===== config.mk =====
export PLATFORM = sky130hd
export DESIGN_NAME = arm_cpu
export DESIGN_NICKNAME = d
export VERILOG_FILES = /design/src/rtl/arm_cpu_pkg.sv /design/src/rtl/arm_cpu_shifter.sv /design/src/rtl/arm_cpu.sv
export SDC_FILE = /design/constraint.sdc
export NUM_CORES = 2
export LEC_CHECK = 0
export ABC_AREA = 1
export CAP_MARGIN = 20
export CORE_UTILIZATION = 40
export CTS_CLUSTER_DIAMETER = 80
export DETAILED_ROUTE_END_ITERATION = 7
export PLACE_DENSITY = 0.62
export SLEW_MARGIN = 30
export SYNTH_ARGS = -nofsm -noshare
export SYNTH_HDL_FRONTEND = slang
export SYNTH_SLANG_ARGS = --single-unit

===== constraint.sdc =====
create_clock -name clk -period 6.53 [get_ports clk]
set_input_delay 1.6325 -clock clk [delete_from_list [all_inputs] [get_ports clk]]
set_output_delay 1.6325 -clock clk [all_outputs]
set_load 0.05 [all_outputs]

===== src/rtl/arm_cpu_pkg.sv =====
// arm_cpu_pkg: shared types and constants for the arm_cpu execution core.
//   opcode_e - data-processing opcode field [24:21]
//   shift_e  - operand2 shift type field [6:5]
//   state_e  - run sequencer states
//   FLAG_*   - NZCV bit positions inside status_out
package arm_cpu_pkg;

    typedef enum logic [3:0] {
        OP_AND = 4'h0, OP_EOR = 4'h1, OP_SUB = 4'h2, OP_RSB = 4'h3,
        OP_ADD = 4'h4, OP_ADC = 4'h5, OP_SBC = 4'h6, OP_RSC = 4'h7,
        OP_TST = 4'h8, OP_TEQ = 4'h9, OP_CMP = 4'hA, OP_CMN = 4'hB,
        OP_ORR = 4'hC, OP_MOV = 4'hD, OP_BIC = 4'hE, OP_MVN = 4'hF
    } opcode_e;

    typedef enum logic [1:0] {
        SH_LSL = 2'b00, SH_LSR = 2'b01, SH_ASR = 2'b10, SH_ROR = 2'b11
    } shift_e;

    typedef enum logic [1:0] {
        ST_LOAD = 2'b00, ST_EXEC = 2'b01, ST_WB = 2'b10, ST_DONE = 2'b11
    } state_e;

    localparam int unsigned FLAG_N = 31;
    localparam int unsigned FLAG_Z = 30;
    localparam int unsigned FLAG_C = 29;
    localparam int unsigned FLAG_V = 28;

    // Rotate right; amount 0 returns the value unchanged.
    function automatic logic [31:0] ror32(input logic [31:0] v, input logic [4:0] amt);
        ror32 = (v >> amt) | (v << (6'd32 - {1'b0, amt}));
    endfunction

    // Compare ops update flags only and never write Rd.
    function automatic logic is_compare(input opcode_e op);
        is_compare = (op == OP_TST) || (op == OP_TEQ) || (op == OP_CMP) || (op == OP_CMN);
    endfunction

endpackage


===== src/rtl/arm_cpu_shifter.sv =====
// arm_shifter: combinational operand2 barrel shifter/rotator.
//   imm    in  1   I bit; 1 selects rotated 8-bit immediate
//   op2    in  12  operand2 field of the instruction
//   rm     in  32  Rm value
//   rs     in  8   low byte of Rs (register-specified shift amount)
//   result out 32  shifted operand2
module arm_shifter
    import arm_cpu_pkg::*;
(
    input  logic        imm,
    input  logic [11:0] op2,
    input  logic [31:0] rm,
    input  logic [7:0]  rs,
    output logic [31:0] result
);

    logic [7:0] amt;
    logic       big;
    shift_e     sh;

    always_comb begin
        result = rm;
        amt    = '0;
        big    = 1'b0;
        sh     = shift_e'(op2[6:5]);
        if (imm) begin
            result = ror32({24'b0, op2[7:0]}, {op2[11:8], 1'b0});
        end else begin
            amt = op2[4] ? rs : {3'b0, op2[11:7]};
            big = (amt[7:5] != 3'b0);
            if (amt != 8'd0) begin
                case (sh)
                    SH_LSL: result = big ? '0 : (rm << amt[4:0]);
                    SH_LSR: result = big ? '0 : (rm >> amt[4:0]);
                    SH_ASR: result = big ? {32{rm[31]}} : 32'($signed(rm) >>> amt[4:0]);
                    SH_ROR: result = ror32(rm, amt[4:0]);
                endcase
            end
        end
    end

endmodule


===== src/rtl/arm_cpu.sv =====
// arm_cpu: multi-cycle ARM data-processing execution core, one instruction per
// reset-initiated run (LOAD -> EXEC -> WB -> DONE).
//   clk          in  1   rising-edge clock
//   rst_n        in  1   asynchronous reset, ACTIVE-HIGH despite the name
//   instr        in  32  data-processing encoding, stable for the run
//   waiting      out 1   run complete, core idle
//   status_out   out 32  {N,Z,C,V,28'b0}
//   datapath_out out 32  registered ALU result
// Optional feature macro: COND_EXEC_EN (evaluate cond field in EXEC).
module arm_cpu
    import arm_cpu_pkg::*;
(
    input  logic        clk,
    input  logic        rst_n,
    input  logic [31:0] instr,
    output logic        waiting,
    output logic [31:0] status_out,
    output logic [31:0] datapath_out
);

    state_e      state, state_next;
    logic [31:0] ir;
    logic [31:0] op_a, op_m;
    logic [7:0]  op_s;
    logic [31:0] rf [16];
    logic [31:0] status_q;
    logic [3:0]  flags_pend;
    logic        wr_rd_q, wr_flags_q;

    opcode_e     op;
    logic [31:0] op2_val, alu_res, x, y;
    logic [32:0] sum;
    logic        c_in, add_mode, sub_mode, carry, ovf, arith, cond_pass;
    logic [3:0]  alu_flags;

    assign op = opcode_e'(ir[24:21]);

    arm_shifter u_shifter (
        .imm    (ir[25]),
        .op2    (ir[11:0]),
        .rm     (op_m),
        .rs     (op_s),
        .result (op2_val)
    );

`ifdef COND_EXEC_EN
    logic f_n, f_z, f_c, f_v;
    assign f_n = status_q[FLAG_N];
    assign f_z = status_q[FLAG_Z];
    assign f_c = status_q[FLAG_C];
    assign f_v = status_q[FLAG_V];

    always_comb begin
        cond_pass = 1'b0;
        case (ir[31:28])
            4'h0: cond_pass = f_z;
            4'h1: cond_pass = !f_z;
            4'h2: cond_pass = f_c;
            4'h3: cond_pass = !f_c;
            4'h4: cond_pass = f_n;
            4'h5: cond_pass = !f_n;
            4'h6: cond_pass = f_v;
            4'h7: cond_pass = !f_v;
            4'h8: cond_pass = f_c && !f_z;
            4'h9: cond_pass = !f_c || f_z;
            4'hA: cond_pass = (f_n == f_v);
            4'hB: cond_pass = (f_n != f_v);
            4'hC: cond_pass = !f_z && (f_n == f_v);
            4'hD: cond_pass = f_z || (f_n != f_v);
            4'hE: cond_pass = 1'b1;
            4'hF: cond_pass = 1'b0;
        endcase
    end
`else
    logic unused_cond;
    assign cond_pass   = 1'b1;
    assign unused_cond = ^ir[31:28];
`endif

    logic unused_ir;
    assign unused_ir = ^ir[27:26];

    // ALU: subtract ops share one path with operands swapped for RSB/RSC;
    // C on subtract is the unsigned borrow (bit 32 of the 33-bit difference).
    always_comb begin
        c_in     = status_q[FLAG_C];
        alu_res  = '0;
        add_mode = 1'b0;
        sub_mode = 1'b0;
        x        = op_a;
        y        = op2_val;
        sum      = '0;
        carry    = 1'b0;
        ovf      = 1'b0;
        case (op)
            OP_AND, OP_TST: alu_res = op_a & op2_val;
            OP_EOR, OP_TEQ: alu_res = op_a ^ op2_val;
            OP_ORR:         alu_res = op_a | op2_val;
            OP_MOV:         alu_res = op2_val;
            OP_BIC:         alu_res = op_a & ~op2_val;
            OP_MVN:         alu_res = ~op2_val;
            OP_ADD, OP_CMN: add_mode = 1'b1;
            OP_ADC:         add_mode = 1'b1;
            OP_SUB, OP_CMP: sub_mode = 1'b1;
            OP_SBC:         sub_mode = 1'b1;
            OP_RSB, OP_RSC: begin
                sub_mode = 1'b1;
                x        = op2_val;
                y        = op_a;
            end
        endcase
        if (add_mode) begin
            sum     = {1'b0, x} + {1'b0, y} + {32'b0, (op == OP_ADC) && c_in};
            alu_res = sum[31:0];
            carry   = sum[32];
            ovf     = (x[31] == y[31]) && (sum[31] != x[31]);
        end else if (sub_mode) begin
            sum     = {1'b0, x} - {1'b0, y} - {32'b0, ((op == OP_SBC) || (op == OP_RSC)) && c_in};
            alu_res = sum[31:0];
            carry   = sum[32];
            ovf     = (x[31] != y[31]) && (sum[31] != x[31]);
        end
        arith     = add_mode || sub_mode;
        alu_flags = {alu_res[31], (alu_res == 32'd0),
                     arith ? carry : status_q[FLAG_C],
                     arith ? ovf   : status_q[FLAG_V]};
    end

    always_comb begin
        state_next = state;
        case (state)
            ST_LOAD: state_next = ST_EXEC;
            ST_EXEC: state_next = ST_WB;
            ST_WB:   state_next = ST_DONE;
            ST_DONE: state_next = ST_DONE;
        endcase
    end

    always_ff @(posedge clk or posedge rst_n) begin
        if (rst_n) state <= ST_LOAD;
        else       state <= state_next;
    end

    always_ff @(posedge clk or posedge rst_n) begin
        if (rst_n) begin
            ir           <= '0;
            op_a         <= '0;
            op_m         <= '0;
            op_s         <= '0;
            datapath_out <= '0;
            status_q     <= '0;
            flags_pend   <= '0;
            wr_rd_q      <= 1'b0;
            wr_flags_q   <= 1'b0;
        end else begin
            case (state)
                ST_LOAD: begin
                    ir   <= instr;
                    op_a <= rf[instr[19:16]];
                    op_m <= rf[instr[3:0]];
                    op_s <= rf[instr[11:8]][7:0];
                end
                ST_EXEC: begin
                    datapath_out <= alu_res;
                    flags_pend   <= alu_flags;
                    wr_rd_q      <= cond_pass && !is_compare(op);
                    wr_flags_q   <= cond_pass && (ir[20] || is_compare(op));
                end
                ST_WB: begin
                    if (wr_flags_q) status_q <= {flags_pend, 28'b0};
                end
                default: ;
            endcase
        end
    end

    // Register file is not reset; an async reset forces LOAD, so an aborted
    // run never reaches the WB write.
    always_ff @(posedge clk) begin
        if (state == ST_WB && wr_rd_q) rf[ir[15:12]] <= datapath_out;
    end

    assign waiting    = (state == ST_DONE);
    assign status_out = status_q;

endmodule


---- Yosys cells after proc, flatten, opt, wreduce, memory -nomap -nowiden ----
Memories as Yosys holds them, arrays and structs flattened. A register that Yosys moved wholly into a read port is not among the register bits.
Cells that the tools add are included.
storage, ports and cells
  register bits after elaboration ......... 70
  bits in writable memories ............... 512
  input bits .............................. 34
  output and inout port bits .............. 65
  word-level logic and storage cells ...... 100
  memories ................................ 1
memories
  name  words  bits a word  rd ports  clocked after Yosys merged registers in  wr ports  RTL line       RTL
  rf    16     32           3         3                                        1         arm_cpu.sv:25  logic [31:0] rf [16];
cells by class
  add/sub/neg operators ................... 6
  equal/unequal tests ..................... 25
  shift-type cells ........................ 6
  muxes and demuxes ....................... 23
  bitwise operators ....................... 7
  reduce and logical (&&, ||, !) cells .... 25
operator list
  kind                                                                    number
  32-bit 2-to-1 mux                                                       9
  32-bit case mux with 6 select lines                                     1
  32-bit case mux with 4 select lines                                     1
  32-bit OR                                                               3
  32-bit bitwise AND                                                      2
  32-bit by 32-bit adder with 33-bit output                               1
  33-bit by 1-bit adder with 33-bit output                                1
  32-bit by 32-bit subtractor with 33-bit output                          1
  33-bit by 1-bit subtractor with 33-bit output                           1
  4-bit equality test (second input constant)                             8
  32-bit zero test                                                        1
  32-bit inverter                                                         1
  32-bit by 5-bit left shift with 32-bit output                           1
  32-bit by 6-bit left shift with 32-bit output                           1
  8-bit by 6-bit left shift with 32-bit output                            1
  32-bit by 5-bit >> shifter with 32-bit output                           1
  8-bit by 5-bit >> shifter with 32-bit output                            1
  32-bit by 5-bit >>> shifter with 32-bit output                          1
  32-bit XOR                                                              1
  4-bit by 3-bit equality test with 1-bit output (second input constant)  4
  6-bit by 5-bit subtractor with 6-bit output (first input constant)      2
  1-bit 2-to-1 mux                                                        10
  2-bit equality test (second input constant)                             4
  4-bit by 2-bit equality test with 1-bit output (second input constant)  2
  17 further kinds                                                        33

---- Depth between registers and ports, before layout ----
  depth in word-level cells ............... 15
  depth in mapped cells ................... 49
  depth with buffers taken out ............ 44

---- Hierarchy ----
Synthesis repeated with hierarchy kept, for this count alone.
second synthesis, totals
  cell total of the unflattened synthesis .. 5,954
  area total of the unflattened synthesis .. 44,430.1 um^2
by module, submodules not included
  module       instances  cells an instance  area each (um^2)  seq. area each (um^2)
  arm_cpu      1          4,365              37,248.2          18,803.0
  arm_shifter  1          1,589              7,181.9           0.0

---- Worst setup path after synthesis ----
Ideal clock, no wire load.
  path kind ............................... register -> register
  start ................................... reg ir[4]
  end ..................................... reg flags_pend[2]
  setup time .............................. 66 ps
  data arrival time ....................... 6,019 ps
  required time ........................... 6,464 ps
  setup slack ............................. 445 ps
  stages on the path, launching flop included .. 47
  path buffers ............................ 6
  clock period less this slack ............ 6,085 ps
  cell sequence ........................... dfrtp_1 buf_6 inv_4 nand2_1 o21ai_2 buf_4 buf_4 buf_2 ha_1 buf_2 clkinv_1 clkbuf_1 o21ai_0 mux2i_1 nand2_1 o21ai_0 o21ai_0 nand2_1 (+11 left out) a21oi_1 o21ai_0 a21oi_1 o21ai_0 a21boi_0 o21ai_0 or2_2 nand3_1 nand2_1 nor2_1 nand2_1 nor2_1 nand2_1 nor2_1 nand4_1 nor2_1 nand3_1 nand2_1
between the ends
  cells in the longest elaborated chain, start to end .. 13
  elaborated cells between the ends (all ways) .. 33
  classes of those cells .................. add/sub: 5; shift: 6; mux: 12; bitwise: 7; reduce/logical: 3
RTL lines
  item                                                                                                  RTL line                                       RTL
  from (decl)                                                                                           arm_cpu.sv:22                                  logic [31:0] ir;
  from (signal assigned)                                                                                arm_cpu.sv:158                                 ir <= instr;
  8-bit 2-to-1 mux                                                                                      arm_cpu_shifter.sv:29                          amt = op2[4] ? rs : {3'b0, op2[11:7]};
  6-bit by 5-bit subtractor with 6-bit output                                                           arm_cpu_pkg.sv:30                              ror32 = (v >> amt) | (v << (6'd32 - {1'b0, amt}));
  32-bit by 6-bit left shift with 32-bit output                                                         arm_cpu_pkg.sv:30
  32-bit OR                                                                                             arm_cpu_pkg.sv:30
  32-bit case mux with 4 select lines                                                                   arm_cpu_shifter.sv:32                          case (sh)
  32-bit 2-to-1 mux                                                                                     arm_cpu_shifter.sv:31                          if (amt != 8'd0) begin
  32-bit 2-to-1 mux (*)                                                                                 arm_cpu_shifter.sv:26                          if (imm) begin
  32-bit 2-to-1 mux or 32-bit inverter (tied branches)                                                  arm_cpu.sv:95, arm_cpu.sv:100, arm_cpu.sv:101
  32-bit by 32-bit subtractor with 33-bit output or 32-bit bitwise AND (tied branches)                  arm_cpu.sv:118, arm_cpu.sv:100
  33-bit by 1-bit subtractor with 33-bit output or 32-bit case mux with 6 select lines (tied branches)  arm_cpu.sv:118, arm_cpu.sv:95
  32-bit 2-to-1 mux                                                                                     arm_cpu.sv:117                                 end else if (sub_mode) begin
  32-bit 2-to-1 mux (*)                                                                                 arm_cpu.sv:112                                 if (add_mode) begin
  32-bit zero test (*)                                                                                  arm_cpu.sv:124                                 alu_flags = {alu_res[31], (alu_res == 32'd0),
  to (signal assigned)                                                                                  arm_cpu.sv:165                                 flags_pend <= alu_flags;
  to (decl)                                                                                             arm_cpu.sv:27                                  logic [3:0] flags_pend;
Mark *: on every way between the ends. The rest lies on a longest branch, timed or not.
A chain may end at the register's enable or synchronous reset.

---- Worst setup path in the final report ----
Same ends and word-level chain as after synthesis.

==> results.sh <==
export IMPL_synth_xor_area_share_pct=0.4324
export IMPL_synth_top_area_share_pct=34.95
export IMPL_drc_errors=9
export IMPL_slew_violations=0
export IMPL_detail_route_antenna_nets=0
export IMPL_fp_dieH_um=333.6
export IMPL_fin_skew_ns=0.03137
export IMPL_drt_vias_per_instance=6.074
export IMPL_cts_hold_buf=0
export IMPL_wire_per_inst_um=25.62
export IMPL_tightest_slew_ns=1.079
export IMPL_violations="DRC"
export IMPL_fill_cells=10506
export IMPL_worst_slack_ns=0.2307
export IMPL_cpMostUsedCell="nand2_1"
export IMPL_critPathMaxFanout=19
export IMPL_place_congestion=1.046
export IMPL_slew_headroom_pct=28.09
export IMPL_placedCellCount=7560
export IMPL_initial_core_util_pct=40.35
export IMPL_grt_pass1_vias=42603
export IMPL_hold_viol=0
export IMPL_fmax_mhz=158.7
export IMPL_yosys_top_cells_area="edfxtp_1 35%, o21ai_0 11%, nand2_1 8.8%, dfrtp_1 7.8%, nor2_1 7.0%"
export IMPL_synth_compound_area_share_pct=23.62
export IMPL_layout_cells_non_filler=7711
export IMPL_cp_end_kind="flip-flop"
export IMPL_cts_made_buffers=73
export IMPL_critPathBufInv=8
export IMPL_grt_pass1_wl_mm=282.5
export IMPL_ios=99
export IMPL_min_path_type="reg2reg"
export IMPL_reg2reg_slack_ns=0.23
export IMPL_cts_root_buf="clkbuf_16"
export IMPL_clockBufferDepth=3
export IMPL_synth_top_family_by_area="compound AO/OA/AOI/OAI gates"
export IMPL_synthMuxAreaShare_pct=0.2589
export IMPL_fp_row_count=121
export IMPL_ir_drop_mv=0.3170
export IMPL_cpLargestDelayFamily="simple AND/OR/NAND/NOR gates"
export IMPL_fin_crit_sh_pct=96.47
export IMPL_synth_flop_cell="edfxtp_1"
export IMPL_status="complete, but fails checks"
export IMPL_synth_cells=5733
export IMPL_synth_area_um2=43980
export IMPL_p_leak_nw=21.84
export IMPL_drt_pass1_iterations=8
export IMPL_die_w_um=333.6
export IMPL_cts_tree="built"
export IMPL_yosysTopAreaCell="edfxtp_1"
export IMPL_power_density_nw_per_um2=289.5
export IMPL_synth_edf_count=512
export IMPL_avgSynthCellArea_um2=7.672
export IMPL_synth_fa_ha_area_share_pct=3.709
export IMPL_cts_max_level=3
export IMPL_cp_arrival_ns=6.87
export IMPL_grt_ovfl_total=0
export IMPL_ys_ff_latch=649
export IMPL_hpwl_mm=135.4
export IMPL_power_mw=15.68
export IMPL_startpoint_type="flip-flop"
export IMPL_cts_sinks=649
export IMPL_drv_cap=0
export IMPL_final_cell_mix="981 x nand2_1, 912 x o21ai_0, 786 x nor2_1, 724 x buf_4, 512 x edfxtp_1"
export IMPL_yosysWarnings=0
export IMPL_critical_path_required_ns=7.10
export IMPL_placed_area_um2=50620
export IMPL_track_usage_pct=34.22
export IMPL_pre_cts_ws_ns=-0.5895
export IMPL_drt_iter0_markers=7013
export IMPL_setup_viol=0
export IMPL_final_common_cell="nand2_1"
export IMPL_final_cell_area_um2=54140
export IMPL_synth_simple_area_share_pct=21.64
export IMPL_drt_wl_total_mm=197.6
export IMPL_async_reset_ff_share_pct=21.11
export IMPL_fin_util_pct=49.67
export IMPL_core_area_um2=109000
export IMPL_cp_slowest_stage_delay_ns=0.47
export IMPL_insertion_delay_ns=0.65
export IMPL_synthDistinctLibCells=71
export IMPL_slowest_stage="or3b_2"
export IMPL_io_buffers=64
export IMPL_min_period_ns=6.299
export IMPL_num_vias=46838
export IMPL_area_growth_pct=23.09
export IMPL_final_nets=6396
export IMPL_antenna_found_initial=7
export IMPL_critPathKind="reg2reg"
export IMPL_clk_pin_slew_ns=0.06
export IMPL_dieArea_um2=111300
export IMPL_grt_max_degree=220
export IMPL_drive_gt1_share_pct=18.43
export IMPL_ys_seq_area_share_pct=42.75
## worst min-delay path, cell delays in order (launching register included)
cell and delay, ns:
dfrtp_1 0.34, nand2_1 0.06, nand2_1 0.06
## through the flow
step	hold slack, ns	setup TNS, ns
final	0.4877	0
after floorplan	0.4452	0
after global routing	0.5278	-0.01194
after CTS	0.4865	0
after global placement	0.4727	-0.9700
after detailed placement	0.4726	-0.7794
## timing repair
action,4_1_cts,5_1_grt
setup endpoints to repair,4,13
pin swaps,7,52
gates resized for setup,54,235
buffers inserted,1,11
## logic make-up (layout without fill, tap and decap cells)
| family | Yosys count | after routing |
|---|---|---|
| and+or+nand+nor | 2324 | 2324 |
| muxes | 11 | 11 |
| DFF | 649 | 649 |
| adders and majority gates | 128 | 128 |
| AOI/OAI and AO/OA | 1779 | 1779 |
| xor gates and xnor gates | 20 | 20 |
| other | 1 | 31 |
| buffers and inverters | 821 | 1355 |
## state kept, by name, summed over array words and instances (netlist names)
| signal | count |
|---|---|
| ir | 22 |
| op_s | 8 |
| op_m | 32 |
| op_a | 32 |
| rf | 512 |
| datapath_out | 32 |
| state | 2 |
| flags_pend | 3 |
| wr_rd_q | 1 |
| status_out | 4 |
| wr_flags_q | 1 |
## cell usage after synthesis, types with 6 or more instances
cell type  instances
nand3b_1          11
a221oi_1           7
nand4_1           37
o21ai_2            6
edfxtp_1         512
buf_4             42
nand2_2           16
nand3_1          350
nor3_1            18
nand2_1         1034
xnor2_1            6
inv_2             13
a22oi_1           33
o21a_1             8
buf_6              7
o221a_2            7
o21ai_0          993
ha_1             124
nor2_2             6
buf_1             21
a32o_1             7
a21oi_1          251
dfrtp_1          137
o22ai_1           64
or2_2             13
clkbuf_1         312
mux2i_1            8
nor2_1           816
o211ai_1          42
a31oi_1           69
xor2_1            12
inv_1            383
o2111ai_1          6
clkinv_1           8
buf_2             34
o21ai_1           31
o221ai_1         216
## worst paths after layout
kind / end / start / cells past startpoint
max reg2reg: flags_pend[2] / ir[4] / 38
min in group asynchronous: op_a[27] / rst_n / 2
max: flags_pend[2] / ir[4] / 38
min: flags_pend[2] / flags_pend[2] / 2
min reg2reg: flags_pend[2] / flags_pend[2] / 2
max in group asynchronous: op_a[3] / rst_n / 3
## cell type report
cell class                      count  area (um^2)  share of cell area (%)
Multi-Input combinational cell   4290        22920                   42.34
Sequential cell                   649        18810                   34.73
Timing Repair Buffer              815         6560                   12.12
Clock buffer                       94         1976                   3.649
Tap cell                         1414         1769                   3.268
Inverter                          405         1559                   2.880
Clock inverter                     41        541.8                   1.001
Antenna cell                        3        7.507                 0.01387
## per-layer routing
layer	track usage [%]	vias up	wire length [um]
met5	0	-	73
met3	8.413	547	23620
met4	13.45	10	8749
met2	52.45	2916	85760
met1	46.28	22236	79370
li1	-	21129	-
## report_power, final
group / switching (mW) / total (mW) / internal (mW)
registers: 0.438 / 5.37 / 4.93
clock network: 1.79 / 4.32 / 2.53
logic: 3.73 / 5.98 / 2.25
total: 5.96 / 15.7 / 9.71
(Power assumes the default switching activity.)
